$ cat src/rtl/mem_arb_pkg.sv
// Shared definitions for the three-way memory port arbiter.
//   - sel_t / SEL_REQx : encodings for the 3:1 operand mux select
//   - arb_state_e      : arbiter FSM states
//   - onehot_to_sel    : converts a one-hot grant into a mux select
//   - rr_next          : round-robin index arithmetic over three requesters
package mem_arb_pkg;

  typedef logic [1:0] sel_t;

  localparam sel_t SEL_REQ0 = 2'b00;
  localparam sel_t SEL_REQ1 = 2'b01;
  localparam sel_t SEL_REQ2 = 2'b10;

  localparam int unsigned NUM_REQ = 3;

  typedef enum logic {
    IDLE = 1'b0,
    BUSY = 1'b1
  } arb_state_e;

  // Zero or illegal multi-hot inputs map to SEL_REQ0; callers only pass
  // one-hot values, so the default is never observable on the port.
  function automatic sel_t onehot_to_sel(input logic [2:0] oh);
    sel_t s;
    unique case (oh)
      3'b010:  s = SEL_REQ1;
      3'b100:  s = SEL_REQ2;
      default: s = SEL_REQ0;
    endcase
    return s;
  endfunction

  // Requester index that is 'off' positions after 'last', modulo three.
  function automatic sel_t rr_next(input sel_t last, input int unsigned off);
    int unsigned s;
    s = 32'(last) + off;
    return 2'(s % NUM_REQ);
  endfunction

endpackage

$ cat src/rtl/mem_port_arbiter_if.sv
// Handshake bundle between the arbiter and its environment.
//   req_i       : per-requester level request
//   bus_ready_i : shared port completes the current transfer this cycle
//   grant_o     : one-hot registered grant
//   sel_o       : operand mux select
//   bus_valid_o : transfer active on the shared port
//   ack_o       : grant qualified by bus_ready_i
//   abort_o     : grant qualified by the watchdog expiring
// Modport 'master' is the arbiter side, 'slave' the requester/bus side.
interface mem_port_arbiter_if;
  import mem_arb_pkg::*;

  logic [2:0] req_i;
  logic       bus_ready_i;
  logic [2:0] grant_o;
  sel_t       sel_o;
  logic       bus_valid_o;
  logic [2:0] ack_o;
  logic [2:0] abort_o;

  modport master (
    input  req_i,
    input  bus_ready_i,
    output grant_o,
    output sel_o,
    output bus_valid_o,
    output ack_o,
    output abort_o
  );

  modport slave (
    output req_i,
    output bus_ready_i,
    input  grant_o,
    input  sel_o,
    input  bus_valid_o,
    input  ack_o,
    input  abort_o
  );

endinterface

$ cat src/rtl/rr_pick3.sv
// Combinational round-robin picker for three requesters.
//   req_i   : request mask to arbitrate among
//   last_i  : index of the most recent grantee (0..2)
//   win_o   : one-hot winner, 000 when nothing is requested
//   found_o : at least one request present
// Search order starts just after last_i and wraps, so the previous grantee
// has the lowest priority.
module rr_pick3
  import mem_arb_pkg::*;
(
  input  logic [2:0] req_i,
  input  sel_t       last_i,
  output logic [2:0] win_o,
  output logic       found_o
);

  sel_t       cand [NUM_REQ];
  logic [2:0] cand_hit;

  for (genvar gi = 0; gi < NUM_REQ; gi++) begin : g_cand
    assign cand[gi]     = rr_next(last_i, gi + 1);
    assign cand_hit[gi] = req_i[cand[gi]];
  end

  always_comb begin
    win_o   = 3'b000;
    found_o = |req_i;
    if (cand_hit[0]) begin
      win_o[cand[0]] = 1'b1;
    end else if (cand_hit[1]) begin
      win_o[cand[1]] = 1'b1;
    end else if (cand_hit[2]) begin
      win_o[cand[2]] = 1'b1;
    end
  end

endmodule

$ cat src/rtl/mem_port_arbiter.sv
// Round-robin arbiter sharing one memory port among instruction fetch (0),
// load/store (1) and debug/DMA (2). A grant is held until the bus reports
// ready or the watchdog expires; the next grant follows with no idle bubble.
//   clk_i  : clock, rising edge
//   rst_ni : asynchronous active-low reset
//   bus    : mem_port_arbiter_if.master (requests, ready, grant, select,
//            valid, ack, abort)
// Parameter TIMEOUT: BUSY cycles without ready before abort; 0 disables.
module mem_port_arbiter
  import mem_arb_pkg::*;
#(
  parameter int TIMEOUT = 16
) (
  input  logic                clk_i,
  input  logic                rst_ni,
  mem_port_arbiter_if.master  bus
);

  localparam int CNT_W    = $clog2(TIMEOUT + 1);
  // With the watchdog disabled CNT_W is zero; keep one dummy bit.
  localparam int CNT_BITS = (CNT_W < 1) ? 1 : CNT_W;

  arb_state_e          state_q;
  logic [2:0]          grant_q;
  sel_t                sel_q;
  sel_t                last_q;
  logic [CNT_BITS-1:0] cnt_q;

  logic [2:0] pick_mask;
  logic [2:0] pick_win;
  logic       pick_found;
  sel_t       pick_sel_d;
  logic       timeout_hit;
  logic       xfer_end;

  // grant_q is zero in IDLE, so the same mask serves both the initial pick
  // and the end-of-transfer pick that excludes the finishing requester.
  assign pick_mask = bus.req_i & ~grant_q;

  rr_pick3 u_pick (
    .req_i   (pick_mask),
    .last_i  (last_q),
    .win_o   (pick_win),
    .found_o (pick_found)
  );

  assign pick_sel_d = onehot_to_sel(pick_win);

  if (TIMEOUT != 0) begin : g_wdog
    // Ready in the same cycle takes precedence over the watchdog.
    assign timeout_hit = (cnt_q == CNT_BITS'(TIMEOUT - 1)) & ~bus.bus_ready_i;
  end else begin : g_no_wdog
    assign timeout_hit = 1'b0;
  end

  assign xfer_end = bus.bus_ready_i | timeout_hit;

  always_ff @(posedge clk_i or negedge rst_ni) begin
    if (!rst_ni) begin
      state_q <= IDLE;
      grant_q <= 3'b000;
      sel_q   <= SEL_REQ0;
      last_q  <= SEL_REQ2;
      cnt_q   <= '0;
    end else begin
      unique case (state_q)
        IDLE: begin
          if (pick_found) begin
            state_q <= BUSY;
            grant_q <= pick_win;
            sel_q   <= pick_sel_d;
            last_q  <= pick_sel_d;
            cnt_q   <= '0;
          end
        end
        BUSY: begin
          if (xfer_end) begin
            cnt_q <= '0;
            if (pick_found) begin
              grant_q <= pick_win;
              sel_q   <= pick_sel_d;
              last_q  <= pick_sel_d;
            end else begin
              // sel_q is left alone so the mux output stays stable in IDLE.
              state_q <= IDLE;
              grant_q <= 3'b000;
            end
          end else if (TIMEOUT != 0) begin
            cnt_q <= cnt_q + CNT_BITS'(1);
          end
        end
        default: begin
          state_q <= IDLE;
          grant_q <= 3'b000;
        end
      endcase
    end
  end

  assign bus.grant_o     = grant_q;
  assign bus.sel_o       = sel_q;
  assign bus.bus_valid_o = (state_q == BUSY);
  assign bus.ack_o       = grant_q & {3{bus.bus_ready_i}};
  assign bus.abort_o     = grant_q & {3{timeout_hit}};

  a_grant_onehot0 : assert property (@(posedge clk_i) disable iff (!rst_ni)
    $onehot0(bus.grant_o));
  a_sel_legal : assert property (@(posedge clk_i) disable iff (!rst_ni)
    bus.sel_o != 2'b11);
  a_valid_grant : assert property (@(posedge clk_i) disable iff (!rst_ni)
    bus.bus_valid_o == |bus.grant_o);
  a_sel_matches : assert property (@(posedge clk_i) disable iff (!rst_ni)
    bus.bus_valid_o |-> (bus.sel_o == onehot_to_sel(bus.grant_o)));
  a_ack_abort_excl : assert property (@(posedge clk_i) disable iff (!rst_ni)
    !((|bus.ack_o) && (|bus.abort_o)));

endmodule

$ cat src/flat_wrapper.sv
// flat-port wrapper written by rule: the top's interface ports become plain ports
module mem_port_arbiter_flat import mem_arb_pkg::*;
#(
  parameter int TIMEOUT = 16
)
  (clk_i, rst_ni, bus_req_i, bus_bus_ready_i, bus_grant_o, bus_sel_o, bus_bus_valid_o, bus_ack_o, bus_abort_o);
  mem_port_arbiter_if bus_i ();
  input  logic clk_i;
  input  logic rst_ni;
  input wire logic [$bits(bus_i.req_i)-1:0] bus_req_i;
  input wire logic [$bits(bus_i.bus_ready_i)-1:0] bus_bus_ready_i;
  output wire logic [$bits(bus_i.grant_o)-1:0] bus_grant_o;
  output wire logic [$bits(bus_i.sel_o)-1:0] bus_sel_o;
  output wire logic [$bits(bus_i.bus_valid_o)-1:0] bus_bus_valid_o;
  output wire logic [$bits(bus_i.ack_o)-1:0] bus_ack_o;
  output wire logic [$bits(bus_i.abort_o)-1:0] bus_abort_o;
  assign bus_i.req_i = bus_req_i;
  assign bus_i.bus_ready_i = bus_bus_ready_i;
  assign bus_grant_o = bus_i.grant_o;
  assign bus_sel_o = bus_i.sel_o;
  assign bus_bus_valid_o = bus_i.bus_valid_o;
  assign bus_ack_o = bus_i.ack_o;
  assign bus_abort_o = bus_i.abort_o;
  mem_port_arbiter #(.TIMEOUT(TIMEOUT)) u_core (.clk_i(clk_i), .rst_ni(rst_ni), .bus(bus_i));
endmodule
$ cat config.mk
export PLATFORM = sky130hd
export DESIGN_NAME = mem_port_arbiter_flat
export DESIGN_NICKNAME = d
export VERILOG_FILES = /design/src/rtl/mem_arb_pkg.sv /design/src/rtl/mem_port_arbiter_if.sv /design/src/rtl/rr_pick3.sv /design/src/rtl/mem_port_arbiter.sv /design/src/flat_wrapper.sv
export SDC_FILE = /design/constraint.sdc
export NUM_CORES = 1
export LEC_CHECK = 0
export BUFFER_PORTS_ARGS = -buffer_cell sky130_fd_sc_hd__buf_2
export CAP_MARGIN = 20
export CORE_AREA = 2 2 45 47
export DETAILED_ROUTE_END_ITERATION = 10
export DIE_AREA = 0 0 47 49
export PLACE_DENSITY = 0.81
export SYNTH_ARGS = -nofsm -noshare
export SYNTH_HDL_FRONTEND = slang
export SYNTH_SLANG_ARGS = --single-unit
$ cat constraint.sdc
create_clock -name clk_i -period 6.3 [get_ports clk_i]
set_clock_uncertainty 0.2 [all_clocks]
set_input_delay 1.89 -clock clk_i [delete_from_list [all_inputs] [get_ports clk_i]]
set_output_delay 1.89 -clock clk_i [all_outputs]
set_load 0.005 [all_outputs]
# Word-level counts from Yosys, hierarchy flattened
# Index checks and enable logic that the tools add are counted.
# W data, S select, Z words.
[classes] n_div=3 bitwise=8 n_mul=0 n_shift=0 n_reduce_logical=5 eq_ne=5 magnitude_cmp=6 add_sub_neg=4 muxes=32
[op_table] operator="$mod A32 B2 Y32 const B" count=3
[op_table] operator="$mux W3" count=6
[op_table] operator="$pmux W2 S2" count=3
[op_table] operator="$mux W5" count=2
[op_table] operator="$pmux W5 S2" count=1
[op_table] operator="$and A3 B3 Y3" count=3
[op_table] operator="$lt A2 B3 Y1 const B" count=3
[op_table] operator="$mux W1" count=8
[op_table] operator="$mux W2" count=4
[op_table] operator="$add A2 B2 Y3 const B" count=2
[op_table] operator="$bmux W1 S2" count=3
[op_table] operator="$demux W1 S2" count=3
[op_table] operator="$ge A2 B1 Y1 const B" count=3
[op_table] operator="$pmux W3 S2" count=1
[op_table] operator="$add A5 B1 Y5 const B" count=1
[op_table] operator="$eq A5 B4 Y1 const B" count=1
[op_table] operator="$add A2 B1 Y3 const B" count=1
[op_table] operator="$eq A3 B2 Y1 const B" count=1
[op_table] operator="$eq A3 B3 Y1 const B" count=1
[op_table] operator="$logic_and A1 B1 Y1" count=3
[op_table] operator="$not A3 Y3" count=1
[op_table] operator="$reduce_or A3 Y1" count=1
[op_table] operator="$ne A2 B1 Y1 const B" count=1
[op_table] operator="$ne A2 B2 Y1 const B" count=1
[op_table] operator="5 further kinds" count=6
[word_totals] out_inout_bits=12 latchBits=0 ramBits=0 register_bits=13 memories=0 rom_bits=0 wordCells=68 inputBits=6

# Longest topological paths before layout
# Gate-level depths: netlist (run 1).
[depth] ltp_word=14 mapped_depth=9

# Modules after synthesis
# Synthesis (run 1) repeated with hierarchy kept, for this count alone.
[unflattened] hier_cells=91 hier_area_um2=853.3
[by_module_without_submodules] mod="mem_port_arbiter" instances=1 area_each_um2=614.3 cells_each=57
[by_module_without_submodules] mod="rr_pick3" instances=1 area_each_um2=239.0 cells_each=34

# Worst setup path before layout (run 1)
# OpenSTA, ideal clock, no wires.
[synth_timing] path_kind="input port to output port" startpoint="input port bus_bus_ready_i" endpoint="output port bus_abort_o[0]" path_slack_ps=2058 cell_stages=2 arrival_ps=2152 required_time_ps=4210 path_cell_list="nor2b_1 > and2_1"
[synth_via] elab_chain_cells=3
[synth_rtl] item="from (decl)" line="flat_wrapper.sv:11" rtl="input wire logic [$bits(bus_i.bus_ready_i)-1:0] bus_bus_ready_i;"
[synth_rtl] item="$not A1 Y1" line="mem_port_arbiter.sv:51" rtl="assign timeout_hit = (cnt_q == CNT_BITS'(TIMEOUT - 1)) & ~bus.bus_ready_i;"
[synth_rtl] item="$and A1 B1 Y1" line="mem_port_arbiter.sv:51"
[synth_rtl] item="$and A3 B3 Y3" line="mem_port_arbiter.sv:104" rtl="assign bus.abort_o = grant_q & {3{timeout_hit}};"
[synth_rtl] item="to (decl)" line="flat_wrapper.sv:16" rtl="output wire logic [$bits(bus_i.abort_o)-1:0] bus_abort_o;"
# No other way between the ends.

# Final worst setup path (run 1)
# Same ends and word-level chain as after synthesis.

==> impl_metrics.py, run 1 <==
metrics = {
    "placed_design": {
        "dp_hpwl_mm": 1.35,
        "gp_congestion": 0.877,
        "post-place-cells": 133,
        "place.port_buffers": 17,
        "placed_cell_area_um2": 965,
        "pre_cts_slack_ps": 1800,
    },
    "power_and_ir_drop": {
        "part_of_the_power_in_combinational_logic_pct": 49.4,
        "internal_power_mw": 0.213,
        "sequentialPowerShare_pct": 33.5,
        "clock_power_share_pct": 17.2,
        "p_sw_mw": 0.137,
        "static-leakage-power_nw": 0.469,
        "swShare_pct": 39.2,
        "total_power_per_unit_cell_area_nw_per_um2": 349,
        "ir_worst_vdd_mv": 0.201,
    },
    "global_route": {
        "global_route.usage.met2_pct": 27.6,
        "antenna_found_initial": 0,
        "grt_start_max_net_pins": 13,
        "grt_busiest_layer": "met2",
        "grt_usage_pct": 17.9,
        "number_of_global_route_vias_before_repair": 694,
        "overflow": 0,
        "use_met3_pct": 3.33,
        "grt_first_pass_wirelength_mm": 3.05,
        "met1_usage_pct": 23.5,
    },
    "cts": {
        "ctsHoldBuffers": 0,
        "tritoncts.num_buffers": 3,
        "cts.reportedPaths.clkPinSlew_ps": 70,
        "post-cts-setup-buffer-count": 0,
        "clk_path_buf_depth": 2,
        "tritoncts": "done",
        "insertion_delay_ps": 270,
        "clkSinkCount": 12,
        "cts-resized-gates": 0,
        "clock_tree.htree_level_count": 1,
        "cts.root.buffer_cell": "clkbuf_4",
    },
    "sta": {
        "setup_viol": 0,
        "setup_tns_ps": 0,
        "final_max_slew_viol_count": 0,
        "fin_crit_sh_pct": 71.3,
        "report.final.hold_viol_count": 0,
        "fin_crit_ps": 4490,
        "maxSlewHeadroom_pct": 69.1,
        "finalWorstSetupSlack_ps": 1810,
        "max_clock_freq_ghz": 0.223,
        "worst_pin_slew_ps": 463,
        "grt_setup_unrepaired": "false",
    },
    "final_layout": {
        "drive_gt1_share_pct": 22.7,
        "layout.cell_area.non_filler_um2": 1000,
        "layoutNonFillerInstCount": 137,
        "layout.nets": 123,
        "final_core_area_utilization_pct": 54.3,
        "ff_latch_area_um2": 302,
        "growth_of_design_area_from_synthesis_to_finish_pct": 16.8,
        "multiInputGateArea_um2": 533,
        "filler_cell_count": 180,
        "n_antenna_cell": 0,
    },
    "setup_path": {
        "worst_path_dominant_cell_family": "simple AND/OR/NAND/NOR gates",
        "setup.worst_path.end_class": "output port",
        "worstPathBufferInverterCount": 2,
        "worst_path_largest_cell_delay_ps": 150,
        "path_cells": "buf_2 > nor2b_1 > and2_1 > buf_2",
        "critical_path_required_ps": 4210,
        "critical_path_type": "in -> out",
        "critical-path-slowest-cell": "nor2b_1",
        "critical-path-top-cell-by-count": "buf_2",
        "crit_fanout": 5,
        "arrival_ps": 2400,
        "start_kind": "input pin",
    },
    "floorplanning": {
        "core_area_um2": 1840,
        "die_height_um": 49,
        "die_width_um": 47,
        "dieArea_um2": 2300,
        "fp-row-count": 16,
        "initial_utilization_pct": 46.5,
        "io_pins": 18,
    },
    "yosys": {
        "yosysWarningCount": 0,
        "avgSynthCellArea_um2": 9.42,
        "number_of_synthesized_flops_with_an_enable_pin": 0,
        "synth_top_area_share_pct": 32.1,
        "mappedNetlistArea_um2": 857,
        "postSynthCellCount": 91,
        "synth.cells.most_frequent": "11 x dfrtp_1, 11 x o21ai_0, 8 x and2_1, 6 x ha_1, 6 x nand2_1",
        "synth_top_cell_by_area": "dfrtp_1",
        "synthDistinctLibCells": 39,
        "synthFlopType": "dfrtp_1",
        "asyncSetResetFlopFracSynth_pct": 100,
        "synth.area.top_cells": "dfrtp_1 32%, ha_1 8.8%, o21ai_0 6.4%, and2_1 5.8%, nand2b_1 3.6%",
        "ys_seq_elements": 12,
        "synth-seq-area-share_pct": 35.2,
        "syn-num-nets": 103,
    },
    "drt": {
        "drt_first_iter_violations": 11,
        "via_count": 769,
        "postRouteWirelength_mm": 1.76,
        "antenna_violating_nets_post_route": 0,
        "first_pass_iters": 4,
        "drcViolationCount": 0,
        "wl_per_cell_um": 12.8,
        "route.detailed.vias_per_inst": 5.61,
    },
    "job": {
        "timing.max_cap.violations": 0,
    },
    "worst_hold_path": {
        "timing.hold.worst.class": "reg -> reg",
    },
    "status": {
        "status": "complete, no violations",
    },
}
[tightest hold or removal path: stages (launching register included)]
cell	delay [ps]
dfrtp_1	340
nand2_1	40
o21ai_0	60
[final cells by class]
cell class / instances / share of cell area [%]
Clock buffer: 4 / 3.62
Inverter: 3 / 1.13
Multi-Input combinational cell: 74 / 53.2
Sequential cell: 12 / 30.1
Tap cell: 27 / 3.38
Timing Repair Buffer: 17 / 8.50
[placed cells by master (no fill, tap or decap), drive strengths merged, types with 2 or more instances in the layout]
cell,instances
inv,3
clkbuf,4
ha,6
nand3,2
nand2b,5
a211o,2
and2,9
nor4b,2
and4bb,2
nand2,6
a32o,2
a22o,2
buf,17
dfrtp,11
nor2,3
o21ai,13
nor2b,2
[sequential cells by signal, summed over array words and instances (netlist names)]
register,count
u_core.last_q,1
u_core.cnt_q,5
u_core.bus.sel_o,2
u_core.bus.grant_o,3
u_core.bus.bus_valid_o,1
[stage by stage]
stage | hold WS, ps | total power, mW
finish | 286 | 0.350
global route | 317 | 0.379
global placement | 264 | 0.285
detailed placement | 273 | 0.289
CTS | 290 | 0.351
floorplan | 243 | 0.246
[cell families (layout without fill, tap and decap cells)]
family                     count (synthesis)  after routing  share of synthesized area (%)
adders and majority gates                  6              6                           8.76
and+or+nand+nor                           39             39                           28.8
muxes                                      1              1                           1.17
buffers and inverters                      5             24                           2.63
DFF                                       12             12                           35.2
AOI/OAI and AO/OA                         28             28                           23.5
[power groups by stage]
stage	sequential, mW	combinational [mW]	clock, mW
4_1_cts	0.117	0.172	0.0627
3_5_place_dp	0.119	0.170	0
3_3_place_gp	0.117	0.169	0
5_1_grt	0.121	0.191	0.0659
6_report	0.117	0.173	0.0601
2_1_floorplan	0.113	0.133	0
[routing by layer]
layer,wire length [um],share of wire (%)
met1,799,45
met2,889,51
met3,40,2.3
met4,27,1.5
met5,0,0
[worst paths after layout]
check	depth (start not counted)	start	slack (ps)	end
worst max-delay path	4	bus_bus_ready_i	1810	bus_abort_o[0]
worst min-delay path	2	u_core.cnt_q[4]	290	u_core.cnt_q[4]
worst max register to register	7	u_core.bus.sel_o[0]	3840	u_core.bus.sel_o[1]
worst min register to register	2	u_core.cnt_q[4]	290	u_core.cnt_q[4]
max in group asynchronous	1	rst_ni	4350	u_core.last_q[1]
min in group asynchronous	1	rst_ni	1280	u_core.cnt_q[3]
Note: power is estimated with default switching activity, not from simulation.
==> run 2, diff against run 1 <==
- clock period: 6.3 -> 4.54 ns (I/O delays scaled with it)
==> run 2 against run 1 <==
Against the previous run:
- final cell count unchanged
- via count decreased by 2.0%
- non-clock buffer count unchanged
- count of clock-buffer cells in the layout unchanged
- global-route usage decreased by 0.51 points
- power increased by 38%
- utilization unchanged
- critical path depth unchanged
- clock power increased by 37%
- critical endpoint is now bus_abort_o[1]
- largest cell class unchanged
==> impl_metrics.py, run 2 (synthesized netlist as in run 1, its figures left out) <==
metrics = {
    "setup_path": {
        "setup.worst_path.end_class": "output port",
        "start_kind": "input pin",
        "crit_fanout": 5,
        "critical_path.reg2reg.startpoint": "u_core.last_q[1]",
        "critical_path_type": "in -> out",
        "critical_path_required_ps": 2980,
        "arrival_ps": 1880,
        "cp-startpoint": "bus_bus_ready_i",
    },
    "cts": {
        "tritoncts": "done",
        "clk_path_buf_depth": 2,
        "ctsHoldBuffers": 0,
        "cts.reportedPaths.clkPinSlew_ps": 70,
        "clkSinkCount": 12,
        "clock_tree.htree_level_count": 1,
        "post-cts-setup-buffer-count": 0,
        "cts-resized-gates": 0,
        "insertion_delay_ps": 270,
        "cts.root.buffer_cell": "clkbuf_4",
        "tritoncts.num_buffers": 3,
    },
    "sta": {
        "maxSlewHeadroom_pct": 71.0,
        "report.final.hold_viol_count": 0,
        "final_max_slew_viol_count": 0,
        "fin_crit_sh_pct": 75.9,
        "fin_crit_ps": 3450,
        "setup_tns_ps": 0,
        "grt_setup_unrepaired": "false",
        "worst_pin_slew_ps": 433,
        "setup_viol": 0,
        "max_clock_freq_ghz": 0.290,
    },
    "floorplanning": {
        "dieArea_um2": 2300,
        "die_width_um": 47,
        "io_pins": 18,
        "initial_utilization_pct": 46.5,
        "die_height_um": 49,
        "core_area_um2": 1840,
        "fp-row-count": 16,
    },
    "final_layout": {
        "layoutNonFillerInstCount": 137,
        "n_antenna_cell": 0,
        "drive_gt1_share_pct": 22.7,
        "filler_cell_count": 177,
        "multiInputGateArea_um2": 533,
        "final_core_area_utilization_pct": 54.3,
        "ff_latch_area_um2": 302,
        "layout.cell_area.non_filler_um2": 1000,
        "largest_register": "u_core.cnt_q",
        "layout_commonest_cell": "buf_2",
        "layout.nets": 123,
        "growth_of_design_area_from_synthesis_to_finish_pct": 16.8,
        "flip_flop_count_of_the_largest_register_all_copies_and_words_added": 5,
        "leading_cell_types_in_the_layout_fill_and_taps_excluded": "17 x buf_2, 11 x o21ai_0, 11 x dfrtp_1",
    },
    "global_route": {
        "grt_usage_pct": 17.4,
        "overflow": 0,
        "antenna_found_initial": 0,
        "grt_start_max_net_pins": 13,
        "number_of_global_route_vias_before_repair": 684,
        "grt_first_pass_wirelength_mm": 2.95,
    },
    "drt": {
        "first_pass_iters": 4,
        "postRouteWirelength_mm": 1.73,
        "drcViolationCount": 0,
        "via_count": 754,
        "wl_per_cell_um": 12.6,
        "drt_first_iter_violations": 25,
        "antenna_violating_nets_post_route": 0,
        "route.detailed.vias_per_inst": 5.50,
    },
    "status": {
        "status": "complete, no violations",
    },
    "power_and_ir_drop": {
        "ir_worst_vdd_mv": 0.277,
        "static-leakage-power_nw": 0.469,
        "total_power_per_unit_cell_area_nw_per_um2": 482,
    },
    "placed_design": {
        "place.port_buffers": 17,
        "post-place-cells": 133,
        "gp_congestion": 0.878,
        "dp_hpwl_mm": 1.34,
        "placed_cell_area_um2": 965,
    },
    "job": {
        "timing.max_cap.violations": 0,
    },
    "worst_hold_path": {
        "hold_path.startpoint": "u_core.cnt_q[4]",
        "timing.hold.worst.class": "reg -> reg",
    },
}
## run 2: final timing paths
kind / end / slack [ps] / depth (start not counted)
setup / recovery: bus_abort_o[1] / 1090 / 4
hold / removal: u_core.cnt_q[4] / 290 / 2
setup reg to reg: u_core.bus.sel_o[0] / 2110 / 7
hold reg to reg: u_core.cnt_q[4] / 290 / 2
max in group asynchronous: u_core.last_q[1] / 3120 / 1
min in group asynchronous: u_core.cnt_q[3] / 750 / 1
## run 2: metrics by stage
step | worst slack, ps | hold slack (ps) | power [mW]
CTS | 1090 | 289 | 0.488
detailed placement | 1090 | 272 | 0.401
global placement | 1140 | 264 | 0.396
floorplan | 1350 | 243 | 0.341
finish | 1090 | 288 | 0.483
global route | 1030 | 317 | 0.526
## run 2: cell type report
cell class                      instances  share of cell area, %
Sequential cell                        12                   30.1
Multi-Input combinational cell         74                   53.2
Tap cell                               27                   3.38
Timing Repair Buffer                   17                   8.50
Clock buffer                            4                   3.62
Inverter                                3                   1.13
## run 2: worst max-delay path: stages
cell and delay [ps]:
buf_2 120, nor2b_1 160, and2_1 140, buf_2 100
## run 2: where the power goes
part	switching (mW)	internal, mW
clock network	0.0339	0.0487
registers	0.0304	0.132
logic	0.123	0.115
## run 2: layer usage
metal / track usage [%] / wire length (um)
met5: 0 / 0
met4: 8.80 / 27
met3: 3.70 / 48
met2: 26.7 / 870
met1: 22.3 / 786
